`src/rtl/conv_pkg.sv`:
```
// Shared types and helpers for the frame scheduler: FSM state encoding,
// a constant clog2 and the default frame geometry.
package conv_pkg;

  typedef enum logic [1:0] {
    ST_IDLE  = 2'd0,
    ST_FETCH = 2'd1,
    ST_DRAIN = 2'd2,
    ST_DONE  = 2'd3
  } state_t;

  // Bits needed to hold v distinct values; never less than 1.
  function automatic int unsigned clog2(input int unsigned v);
    int unsigned r;
    r = 0;
    for (int unsigned i = 0; i < 32; i++) begin
      if ((64'd1 << i) < 64'(v)) r = i + 1;
    end
    return (r == 0) ? 1 : r;
  endfunction

  localparam int unsigned DEF_N     = 16;
  localparam int unsigned DEF_K     = 3;
  localparam int unsigned OUT_DIM   = DEF_N - DEF_K + 1;
  localparam int unsigned PIX_TOTAL = DEF_N * DEF_N;

endpackage

```
`src/rtl/conv_pos_cnt.sv`:
```
// Raster row/column counter for an N x N frame; eof marks the last pixel.
module conv_pos_cnt
  import conv_pkg::*;
#(
  parameter  int unsigned N = 16,
  localparam int unsigned W = clog2(N)
) (
  input  logic         clk,
  input  logic         rst,
  input  logic         clr,
  input  logic         en,
  output logic [W-1:0] row,
  output logic [W-1:0] col,
  output logic         eof
);

  localparam logic [W-1:0] LAST = W'(N - 1);

  always_ff @(posedge clk) begin
    if (rst || clr) begin
      row <= '0;
      col <= '0;
    end else if (en) begin
      if (col == LAST) begin
        col <= '0;
        row <= (row == LAST) ? '0 : row + 1'b1;
      end else begin
        col <= col + 1'b1;
      end
    end
  end

  assign eof = (row == LAST) && (col == LAST);

endmodule

```
`src/rtl/conv_frame_sched.sv`:
```
// Frame scheduler: walks one N x N frame out of the image BRAM, drives the
// convolutor enable and tags every result that comes from a fully-inside window.
module conv_frame_sched
  import conv_pkg::*;
#(
  parameter  int unsigned N        = 16,
  parameter  int unsigned K_SIZE   = 3,
  parameter  int unsigned ADDR_W   = 14,
  parameter  int unsigned CONV_LAT = 1,
  localparam int unsigned OUT_D    = N - K_SIZE + 1,
  localparam int unsigned RC_W     = clog2(OUT_D),
  localparam int unsigned OA_W     = clog2(OUT_D * OUT_D)
) (
  input  logic              clk,
  input  logic              rst,
  input  logic              start_i,
  input  logic [ADDR_W-1:0] base_addr_i,
  input  logic              abort_i,
  output logic              busy_o,
  output logic              done_o,
  output logic              mem_en_o,
  output logic [ADDR_W-1:0] mem_addr_o,
  output logic              conv_en_o,
  output logic              out_valid_o,
  output logic [RC_W-1:0]   out_row_o,
  output logic [RC_W-1:0]   out_col_o,
  output logic [OA_W-1:0]   out_addr_o
);

  localparam int unsigned PW = clog2(N);
  localparam int unsigned DW = clog2(CONV_LAT + 1);

  state_t state, state_nx;

  logic          accept;
  logic          kill;
  logic [PW-1:0] pix_row;
  logic [PW-1:0] pix_col;
  logic          pix_eof;
  logic [DW-1:0] drain_cnt;
  logic          win_ok;
  logic [RC_W-1:0] tag_row;
  logic [RC_W-1:0] tag_col;

  logic            vld_sr [0:CONV_LAT];
  logic [RC_W-1:0] row_sr [0:CONV_LAT];
  logic [RC_W-1:0] col_sr [0:CONV_LAT];

  assign accept = (state == ST_IDLE) && start_i;
  assign kill   = abort_i && ((state == ST_FETCH) || (state == ST_DRAIN));

  always_ff @(posedge clk) begin
    if (rst) state <= ST_IDLE;
    else     state <= state_nx;
  end

  always_comb begin
    state_nx = state;
    unique case (state)
      ST_IDLE:  if (start_i) state_nx = ST_FETCH;
      ST_FETCH: begin
        if (abort_i)      state_nx = ST_IDLE;
        else if (pix_eof) state_nx = ST_DRAIN;
      end
      ST_DRAIN: begin
        if (abort_i)                      state_nx = ST_IDLE;
        else if (drain_cnt == DW'(CONV_LAT)) state_nx = ST_DONE;
      end
      ST_DONE:  state_nx = ST_IDLE;
      default:  state_nx = ST_IDLE;
    endcase
  end

  conv_pos_cnt #(
    .N (N)
  ) u_pix_pos (
    .clk (clk),
    .rst (rst),
    .clr (accept || kill),
    .en  (state == ST_FETCH),
    .row (pix_row),
    .col (pix_col),
    .eof (pix_eof)
  );

  // DRAIN lasts 1+CONV_LAT cycles: BRAM read latency plus convolutor latency.
  always_ff @(posedge clk) begin
    if (rst || (state != ST_DRAIN)) drain_cnt <= '0;
    else                            drain_cnt <= drain_cnt + 1'b1;
  end

  // Control outputs are registered from the next state so they line up with it.
  always_ff @(posedge clk) begin
    if (rst) begin
      busy_o     <= 1'b0;
      done_o     <= 1'b0;
      mem_en_o   <= 1'b0;
      mem_addr_o <= '0;
    end else begin
      busy_o   <= (state_nx == ST_FETCH) || (state_nx == ST_DRAIN);
      done_o   <= (state_nx == ST_DONE);
      mem_en_o <= (state_nx == ST_FETCH);
      if (accept)                  mem_addr_o <= base_addr_i;
      else if (state == ST_FETCH)  mem_addr_o <= mem_addr_o + 1'b1;
    end
  end

  always_comb begin
    win_ok  = (pix_row >= PW'(K_SIZE - 1)) && (pix_col >= PW'(K_SIZE - 1));
    tag_row = '0;
    tag_col = '0;
    if (win_ok) begin
      tag_row = RC_W'(pix_row - PW'(K_SIZE - 1));
      tag_col = RC_W'(pix_col - PW'(K_SIZE - 1));
    end
  end

  // Stage 0 is the cycle the pixel sits on BRAM douta; stage CONV_LAT is the result.
  always_ff @(posedge clk) begin
    if (rst || kill) begin
      conv_en_o <= 1'b0;
      for (int unsigned i = 0; i <= CONV_LAT; i++) begin
        vld_sr[i] <= 1'b0;
        row_sr[i] <= '0;
        col_sr[i] <= '0;
      end
    end else begin
      conv_en_o <= mem_en_o;
      vld_sr[0] <= mem_en_o && win_ok;
      row_sr[0] <= tag_row;
      col_sr[0] <= tag_col;
      for (int unsigned i = 1; i <= CONV_LAT; i++) begin
        vld_sr[i] <= vld_sr[i-1];
        row_sr[i] <= row_sr[i-1];
        col_sr[i] <= col_sr[i-1];
      end
    end
  end

  assign out_valid_o = vld_sr[CONV_LAT];
  assign out_row_o   = row_sr[CONV_LAT];
  assign out_col_o   = col_sr[CONV_LAT];

  always_ff @(posedge clk) begin
    if (rst || accept || kill) out_addr_o <= '0;
    else if (out_valid_o)      out_addr_o <= out_addr_o + 1'b1;
  end

endmodule
```
`config.mk`:
```
export PLATFORM = sky130hd
export DESIGN_NAME = conv_frame_sched
export DESIGN_NICKNAME = d
export VERILOG_FILES = /design/src/rtl/conv_pkg.sv /design/src/rtl/conv_pos_cnt.sv /design/src/rtl/conv_frame_sched.sv
export SDC_FILE = /design/constraint.sdc
export NUM_CORES = 1
export LEC_CHECK = 0
export CORE_MARGIN = 3
export CORE_UTILIZATION = 54
export DETAILED_ROUTE_END_ITERATION = 8
export PLACE_DENSITY = 0.85
export SETUP_SLACK_MARGIN = 0.5
export SLEW_MARGIN = 20
export SYNTH_ARGS = -nofsm -noshare
export SYNTH_HDL_FRONTEND = slang
export SYNTH_SLANG_ARGS = --single-unit
```
`constraint.sdc`:
```
create_clock -name clk -period 4.2 [get_ports clk]
set_input_delay 1.26 -clock clk [delete_from_list [all_inputs] [get_ports clk]]
set_output_delay 1.26 -clock clk [all_outputs]
set_load 0.05 [all_outputs]
```
==> results of run 1 <==
[registers in the layout, summed over array words and instances (netlist names), 2 cells and up]
name,cells
col_sr,8
mem_addr_o,14
out_addr_o,8
row_sr,8
state,2
u_pix_pos.col,4
u_pix_pos.row,4
vld_sr,2
[cell families (layout without fill, tap and decap cells)]
family	count (synthesis)	after routing	share of synthesized area [%]
and+or+nand+nor	106	106	22.2
DFF	55	55	46.0
AOI/OAI and AO/OA	31	31	8.32
buffers and inverters	29	75	5.86
xor gates and xnor gates	23	23	8.42
adders and majority gates	16	16	8.37
muxes	2	2	0.837
[per-stage QoR]
step | std cells | instance area (µm²) | setup WS, ns
4_1_cts | 358 | 2990 | 1.29
2_1_floorplan | 262 | 2390 | 1.79
5_1_grt | 358 | 2990 | 1.24
3_5_place_dp | 350 | 2900 | 1.19
6_report | 358 | 2990 | 1.29
3_3_place_gp | 350 | 2900 | 1.25
[cell usage after synthesis, drive strengths merged]
| cell type | n | area share [%] |
|---|---|---|
| inv | 12 | 1.9 |
| nand4b | 1 | 0.37 |
| nand3 | 7 | 1.5 |
| a21o | 1 | 0.31 |
| ha | 16 | 8.4 |
| nor3 | 6 | 1.3 |
| a311oi | 1 | 0.37 |
| nor3b | 2 | 0.63 |
| a211oi | 15 | 4.7 |
| xnor2 | 16 | 5.9 |
| nand4 | 8 | 2.7 |
| dfxtp | 55 | 46 |
| nor4 | 6 | 1.6 |
| clkbuf | 7 | 1.1 |
| buf | 10 | 2.9 |
| or3 | 4 | 1.0 |
| xor2 | 7 | 2.6 |
| nor2b | 3 | 0.78 |
| nand2 | 16 | 2.5 |
| and2 | 11 | 2.9 |
| a21oi | 7 | 1.5 |
| or4 | 1 | 0.31 |
| nor2 | 40 | 6.3 |
| mux2i | 2 | 0.84 |
| and4 | 1 | 0.37 |
| o21ai | 7 | 1.5 |
[final cells by class]
class | count | area share, %
Clock buffer | 6 | 2.42
Clock inverter | 2 | 0.585
Inverter | 12 | 1.51
Multi-Input combinational cell | 178 | 38.5
Sequential cell | 55 | 36.8
Tap cell | 50 | 2.09
Timing Repair Buffer | 55 | 18.1
[power groups by stage]
stage / Clock (mW) / Combinational [mW] / Sequential, mW
6_report: 0.290 / 0.156 / 0.557
4_1_cts: 0.298 / 0.157 / 0.557
3_3_place_gp: 0 / 0.152 / 0.569
5_1_grt: 0.315 / 0.167 / 0.560
2_1_floorplan: 0 / 0.0513 / 0.614
3_5_place_dp: 0 / 0.156 / 0.569
[how the worst max path moves through the flow]
stage	from	endpoint	slack, ns	cells after the start
2_1_floorplan	abort_i	busy_o	1.79	4
3_3_place_gp	abort_i	busy_o	1.25	5
3_5_place_dp	abort_i	busy_o	1.19	5
4_1_cts	mem_addr_o[0]	mem_addr_o[0]	1.29	1
5_1_grt	mem_addr_o[2]	mem_addr_o[2]	1.24	1
6_report	mem_addr_o[2]	mem_addr_o[2]	1.29	1
[routing by layer]
metal | part of all wire (%) | up-vias | track usage [%] | routed length, µm
met3 | 5.4 | 8 | 6.09 | 251
li1 | - | 965 | - | -
met2 | 49 | 50 | 32.3 | 2270
met1 | 44 | 877 | 23.0 | 2070
met5 | 0 | - | 0 | 0
met4 | 1.2 | 0 | 4.92 | 58
==> key figures, run 1 <==
Status
  – Status: complete, no violations

Routing
  – DRT Wirelength: 4650 µm
  – Via count: 1,900
  – DR iter-0 viols: 77
  – Drt first pass iters: 4
  – Detailed-route vias per instance: 5.31
  – Post-detailed-route count of antenna-violating nets: 0
  – Drt drc: 0
  – Drt wl/cell: 13.0 µm

Place
  – Placer Congestion: 0.907
  – Detailed placement HPWL: 3390 µm
  – I/O Buffers: 52

Floorplanning
  – Die height: 72.6 µm
  – Rows: 23
  – Die Span X: 72.6 µm
  – Initial Utilization: 57.7%
  – Die ar.: 5260 µm²
  – Number of I/O pins: 53
  – Core area: 4140 µm²

Critical path
  – CP peak stage delay: 0.86 ns
  – Buf+Inv Stages, Crit Path: 1
  – R2r endpoint: busy_o
  – CP max FO: 5
  – Reg2Reg Depth: 7
  – WS Path Type: reg -> out
  – CP top delay family: buffers and inverters
  – Crit-path cells: clkdlybuf4s50_1
  – Critical Path End Type: output port
  – Reg2reg setup slack: 1.83 ns
  – Reg2reg start: state[1]
  – Crit-path slowest cell: clkdlybuf4s50_1
  – Worst setup SP type: flip-flop
  – Worst EP arrival: 1.65 ns
  – CP required: 2.94 ns

Timing
  – RSZ-0062 raised after global routing: false
  – Max Slew Vio Count: 0
  – Setup total negative slack: 0 ns
  – Fmax achieved: 344 MHz
  – Relative slew slack: 58.3%
  – Clock skew: 0.00724 ns
  – Worst slew pin tran: 0.625 ns
  – Hold Violations, Final: 0
  – Minimum hold slack: 0.432 ns
  – Crit share post-route: 69.2%
  – Setup Viol. Count Final: 0
  – Min Tclk post-route: 2.91 ns

Global route
  – Antenna violations before repair: 0
  – Overflow after GRT: 0
  – Vias in the first global route: 1,773
  – First-pass GRT wire length: 7920 µm
  – GRT Util Overall: 18.9%
  – Pin count of the biggest net entering global routing: 31

Clocking
  – # hold bufs at CTS: 0
  – Post-cts sizing count: 0
  – # Post-CTS Setup Buffers: 0
  – Htree depth: 2
  – Worst-Skew Late Latency: 0.31 ns
  – CTS tree: done
  – Clock Sinks: 55
  – Max Buffers Root-to-Sink: 2
  – Number of buffers created by CTS: 5
  – Clock-pin slew on the worst setup and hold paths: 0.10 ns
  – CTS root buf: clkbuf_8

Final layout
  – Net count, final: 341
  – Register area: 1100 µm²
  – Commonest non-fill, non-tap cell in the layout: dfxtp_1
  – Most frequent cells in the layout: dfxtp_1 (55), clkdlybuf4s50_1 (52), nor2_1 (40)
  – Fin util: 72.2%
  – Area of the multi-input gates: 1150 µm²
  – Area growth from synthesis to layout: 25.1%
  – # fillers: 324
  – Ant diodes: 0
  – Share of layout cells above drive strength 1: 3.57%

Job
  – Max Cap Viol: 0

Pwr
  – Switching Share: 28.4%
  – Sequential cell fraction of total power: 55.5%
  – Total power: 1.00 mW
  – Comb pwr share: 15.5%
  – Switching power: 0.285 mW
  – LEAKAGE: 1.08 nW
  – Peak VDD IR: 0.240 mV
  – Clock share of power: 28.9%
  – Power per cell area: 335 nW/µm²
  – Internal power: 0.719 mW

Yosys
  – Sequential share of the synthesized area: 46.0%
  – Post-Synthesis Cells: 262
  – Mapped cell area: 2390 µm²
  – Synthesized Nets: 296
  – Synth warn: 0
  – Distinct cell type count after synthesis: 29
  – Seq cells post-synth: 55
  – Syn avg cell area: 9.13 µm²

Hold path
  – Hold Path Stages: 1
  – Hold Path Origin: col_sr[0][3]
  – Hold endpoint: col_sr[0][7]
  – Min-Delay Path Class: reg -> reg
Note: power is estimated with default switching activity, not from simulation.
==> run 2, diff against run 1 <==
- CORE_UTILIZATION: 54 -> 45
- PLACE_DENSITY: 0.85 -> 0.75
- clock period: 4.2 -> 2.6 ns (I/O delays scaled with it)
==> run 2 against run 1 <==
Effect of this change: largest power group unchanged; sequential power is 61% higher; global-route usage decreased by 3.0 points; clock power is 52% higher.
==> key figures, run 2 (same netlist as run 1, synthesis figures left out) <==
Timing
  – Fmax achieved: 488 MHz
  – Clock skew: 0.00660 ns
  – Setup total negative slack: 0 ns
  – Crit share post-route: 78.8%
  – Max Slew Vio Count: 0
  – Final WS setup: 0.552 ns
  – Setup Viol. Count Final: 0
  – Hold Violations, Final: 0
  – Min Tclk post-route: 2.05 ns
  – Worst slew pin tran: 0.513 ns
  – RSZ-0062 raised after global routing: true
  – Relative slew slack: 65.7%

Final layout
  – Post-Layout Cell Count: 376
  – Most frequent cells in the layout: dfxtp_1 (55), nor2_1 (40), dlygate4sd2_1 (25), clkdlybuf4s50_1 (17)
  – Max FFs per register: 14
  – Area growth from synthesis to layout: 23.8%
  – Register area: 1100 µm²
  – Ant diodes: 0
  – # fillers: 476
  – Net count, final: 342
  – Fin util: 59.9%
  – Share of layout cells above drive strength 1: 5.83%
  – Area of the multi-input gates: 1150 µm²
  – Commonest non-fill, non-tap cell in the layout: dfxtp_1
  – Reg with most FFs: mem_addr_o

Place
  – I/O Buffers: 52
  – DP Worst Slack: 0.126 ns
  – Detailed placement HPWL: 3310 µm
  – Placer Congestion: 0.891
  – Placed instance count: 368

Global route
  – Vias in the first global route: 1,813
  – Overflow after GRT: 0
  – Pin count of the biggest net entering global routing: 30
  – Antenna violations before repair: 0
  – First-pass GRT wire length: 8050 µm
  – GRT Util Overall: 15.9%

Critical path
  – CP max FO: 3
  – Reg2reg setup slack: 0.73 ns
  – Worst setup SP type: input pin
  – Critical Path End Type: flip-flop
  – CP required: 2.84 ns
  – WS Path Type: in -> reg
  – Worst EP arrival: 2.29 ns

Hold path
  – Min-Delay Path Class: reg -> reg

Clocking
  – CTS tree: done
  – Worst-Skew Late Latency: 0.30 ns
  – Clock-pin slew on the worst setup and hold paths: 0.09 ns
  – Number of buffers created by CTS: 5
  – CTS root buf: clkbuf_8
  – Clock Sinks: 55
  – # hold bufs at CTS: 0
  – Max Buffers Root-to-Sink: 2
  – Htree depth: 2

Floorplanning
  – Die ar.: 6230 µm²
  – Die height: 78.9 µm
  – Core area: 4940 µm²
  – Die Span X: 78.9 µm
  – Initial Utilization: 48.4%
  – Rows: 25
  – Number of I/O pins: 53

Routing
  – Drt first pass iters: 4
  – Drt drc: 0
  – DR iter-0 viols: 80
  – Drt wl/cell: 12.1 µm
  – Via count: 1,886
  – Detailed-route vias per instance: 5.02
  – Post-detailed-route count of antenna-violating nets: 0
  – DRT Wirelength: 4550 µm

Job
  – Max Cap Viol: 0

Pwr
  – LEAKAGE: 1.20 nW
  – Power per cell area: 533 nW/µm²
  – Peak VDD IR: 0.259 mV

Status
  – Status: complete, no violations
==> run 2: layout make-up <==
cell class,count,area share [%]
clock inverter,1,0.169
clock buffer,7,2.58
sequential,55,37.2
timing repair buffer,56,16.7
tap,67,2.83
inverter,12,1.52
multi-input combinational,178,39.0
==> run 2: worst paths after layout <==
path,from,end,depth (start not counted)
setup / recovery,abort_i,busy_o,5
hold / removal,col_sr[0][3],col_sr[0][7],1
setup reg to reg,state[1],busy_o,7
hold reg to reg,col_sr[0][3],col_sr[0][7],1
==> run 2: metal layers <==
metal	vias to the layer above	global-route usage (%)	part of all wire, %	wire, µm
met1	861	19.5	46	2070
met4	0	5.33	1.4	63
met3	8	4.99	6.2	284
li1	968	-	-	-
met5	-	0	0	0
met2	49	26.6	47	2130
==> run 2: stage by stage <==
stage / hold slack [ns] / total power [mW] / instance area (µm²)
CTS: 0.431 / 1.60 / 2970
global route: 0.450 / 1.65 / 2960
floorplan: 0.406 / 1.07 / 2390
finish: 0.429 / 1.58 / 2960
detailed placement: 0.411 / 1.17 / 2930
global placement: 0.408 / 1.17 / 2930
==> run 2: report_power, final <==
group	total, mW	internal, mW	leakage [nW]	switching [mW]
Combinational	0.238	0.0855	0.711	0.153
Clock	0.441	0.190	0.0422	0.252
Sequential	0.898	0.867	0.447	0.0310
==> run 2: worst max-delay path, stage by stage <==
cell and delay [ns]:
clkdlybuf4s50_1 0.45, or4_1 0.55, o21ai_2 0.18, ha_1 0.25, nor2_1 0.08
==> run 2: timing repair <==
item | in CTS | in global routing
gates resized for setup | 40 | 13
cloned | 0 | 0
buffers inserted | 0 | 0
endpoints found under the hold margin | 0 | 0
setup endpoints to repair | 36 | 12
==> run 3, diff against run 2 <==
- clock period: 2.6 -> 1.8 ns (I/O delays scaled with it)
==> run 3 against run 2 <==
Effect of this change: the flow now finishes with violations (negative setup slack); first-iteration DRC count rose to 2.6 times the previous value; total power up 74%; non-clock buffer count up 56; flip-flop and latch count unchanged; combinational power rose to 2.9 times the previous value; sequential share of layout area down 9.8 points; via count up 30%; highest routed layer unchanged.
==> key figures, run 3 (same netlist as run 1, synthesis figures left out) <==
Job
  – Max Cap Viol: 0

Place
  – I/O Buffers: 52
  – Placed instance count: 377
  – Placer Congestion: 0.809
  – Detailed placement HPWL: 3650 µm

Global route
  – Vias in the first global route: 2,342
  – First-pass GRT wire length: 11,300 µm
  – Pin count of the biggest net entering global routing: 29
  – Overflow after GRT: 0
  – Antenna violations before repair: 0
  – GRT Util Overall: 22.9%

Critical path
  – CP dominant cell by count: buf_6
  – CP peak stage delay: 0.37 ns
  – CP required: 2.00 ns
  – WS Path Type: reg -> reg
  – Crit-path cells: inv_4, ha_4, buf_6, buf_12, buf_6, nand4_4, buf_4, nor3_2, xnor2_1, a211oi_1
  – Worst EP arrival: 2.07 ns
  – Worst setup SP type: flip-flop
  – CP top delay family: buffers and inverters
  – Critical Path End Type: flip-flop
  – Buf+Inv Stages, Crit Path: 5
  – CP max FO: 5
  – Crit-path slowest cell: dfxtp_4

Clocking
  – CTS root buf: clkbuf_8
  – Clock Sinks: 55
  – Max Buffers Root-to-Sink: 2
  – Number of buffers created by CTS: 5
  – CTS tree: done
  – Htree depth: 2
  – Clock-pin slew on the worst setup and hold paths: 0.10 ns
  – Worst-Skew Late Latency: 0.32 ns
  – # hold bufs at CTS: 0

Timing
  – Setup Viol. Count Final: 1
  – Clock skew: 0.0119 ns
  – Relative slew slack: 74.4%
  – Fmax achieved: 533 MHz
  – Crit share post-route: 104%
  – Setup total negative slack: -0.0778 ns
  – Min Tclk post-route: 1.88 ns
  – Max Slew Vio Count: 0
  – Worst slew pin tran: 0.381 ns
  – Hold Violations, Final: 0
  – Final WS setup: -0.0778 ns
  – RSZ-0062 raised after global routing: true

Final layout
  – Register area: 1210 µm²
  – Reg with most FFs: mem_addr_o
  – Area of the multi-input gates: 1660 µm²
  – Area growth from synthesis to layout: 84.4%
  – Post-Layout Cell Count: 433
  – # fillers: 194
  – Max FFs per register: 14
  – Net count, final: 399
  – Commonest non-fill, non-tap cell in the layout: buf_4
  – Most frequent cells in the layout: buf_4 (46), nor2_1 (24), dfxtp_4 (22), buf_12 (21), dfxtp_2 (19)
  – Ant diodes: 0
  – Share of layout cells above drive strength 1: 59.0%

Floorplanning
  – Number of I/O pins: 53
  – Die Span X: 78.9 µm
  – Initial Utilization: 48.4%
  – Die ar.: 6230 µm²
  – Die height: 78.9 µm
  – Rows: 25
  – Core area: 4940 µm²

Routing
  – Met2 wire length: 4860 µm
  – DRT Wirelength: 8970 µm
  – Detailed-route vias per instance: 5.67
  – DRT met1 WL: 3260 µm
  – Drt drc: 0
  – Via count: 2,456
  – DR iter-0 viols: 205
  – Drt first pass iters: 5
  – Post-detailed-route count of antenna-violating nets: 0
  – Drt wl/cell: 20.7 µm
  – DR WL met3: 530 µm
  – Max Used Layer: met4

Pwr
  – Power per cell area: 623 nW/µm²
  – Peak VDD IR: 0.553 mV
  – LEAKAGE: 1.74 nW

Status
  – Status: finished, violations left
  – Failing checks: negative setup slack

Hold path
  – Min-Delay Path Class: reg -> reg
==> run 3: changes by cell type in the layout (fill, tap and decap cells not counted), sizes merged <==
cell	delta
clkdlybuf4s15	-5
clkdlybuf4s50	-1
clkbuf	-4
nand4	+1
clkinv	-1
buf	+91
dlygate4sd2	-24
==> run 3: metrics by stage <==
stage | util (%) | hold slack (ns) | power, mW | setup WS (ns) | area [µm²]
6_report | 89.2 | 0.431 | 2.75 | -0.0778 | 4410
5_1_grt | 89.2 | 0.450 | 2.83 | -0.209 | 4410
4_1_cts | 79.9 | 0.432 | 2.59 | 0.120 | 3950
3_5_place_dp | 67.3 | 0.411 | 1.78 | -0.301 | 3330
3_3_place_gp | 67.3 | 0.408 | 1.78 | -0.261 | 3330
2_1_floorplan | - | 0.405 | 1.57 | 0.182 | 2590
==> run 3: worst paths after layout <==
path | from | depth (start not counted) | slack (ns) | endpoint
max | state[1] | 10 | -0.08 | mem_addr_o[8]
min | col_sr[0][0] | 1 | 0.43 | col_sr[0][4]
max reg2reg | state[1] | 10 | -0.08 | mem_addr_o[8]
min reg2reg | col_sr[0][0] | 1 | 0.43 | col_sr[0][4]
==> run 3: final cells by class <==
cell class              count  share of cell area (%)
clock buffers               8                    2.27
multi-input cells         179                    37.6
inverters                  12                    1.19
repair buffers            112                    29.6
flip-flops and latches     55                    27.4
well taps                  67                    1.90
==> run 3: power breakdown <==
part / total, mW / internal (mW) / leakage, nW / switching [mW]
Combinational: 0.685 / 0.342 / 1.22 / 0.343
Sequential: 1.30 / 1.24 / 0.471 / 0.0603
Clock: 0.759 / 0.352 / 0.0515 / 0.407
Total: 2.75 / 1.94 / 1.74 / 0.810
==> run 3: timing repair <==
| action | CTS | global route |
|---|---|---|
| pin swaps | 16 | 32 |
| endpoints found under the setup margin | 87 | 89 |
| resized for setup | 80 | 75 |
| cloned | 1 | 0 |
| hold endpoints to repair | 0 | 0 |
| buffers inserted | 30 | 17 |
==> run 3: per-layer routing <==
metal	GRT usage (%)	up-vias
met1	26.2	1191
li1	-	1087
met3	4.65	33
met4	7.73	0
met2	42.3	145
met5	0	-
==> run 3: worst register-to-register path, delay by kind of cell (launching register included) <==
kind	cells	cell delay, ns
compound gates	1	0.33
xor+xnor	1	0.11
fa+ha+maj	1	0.15
buf+inv	5	0.54
flops	1	0.37
simple gates	2	0.25
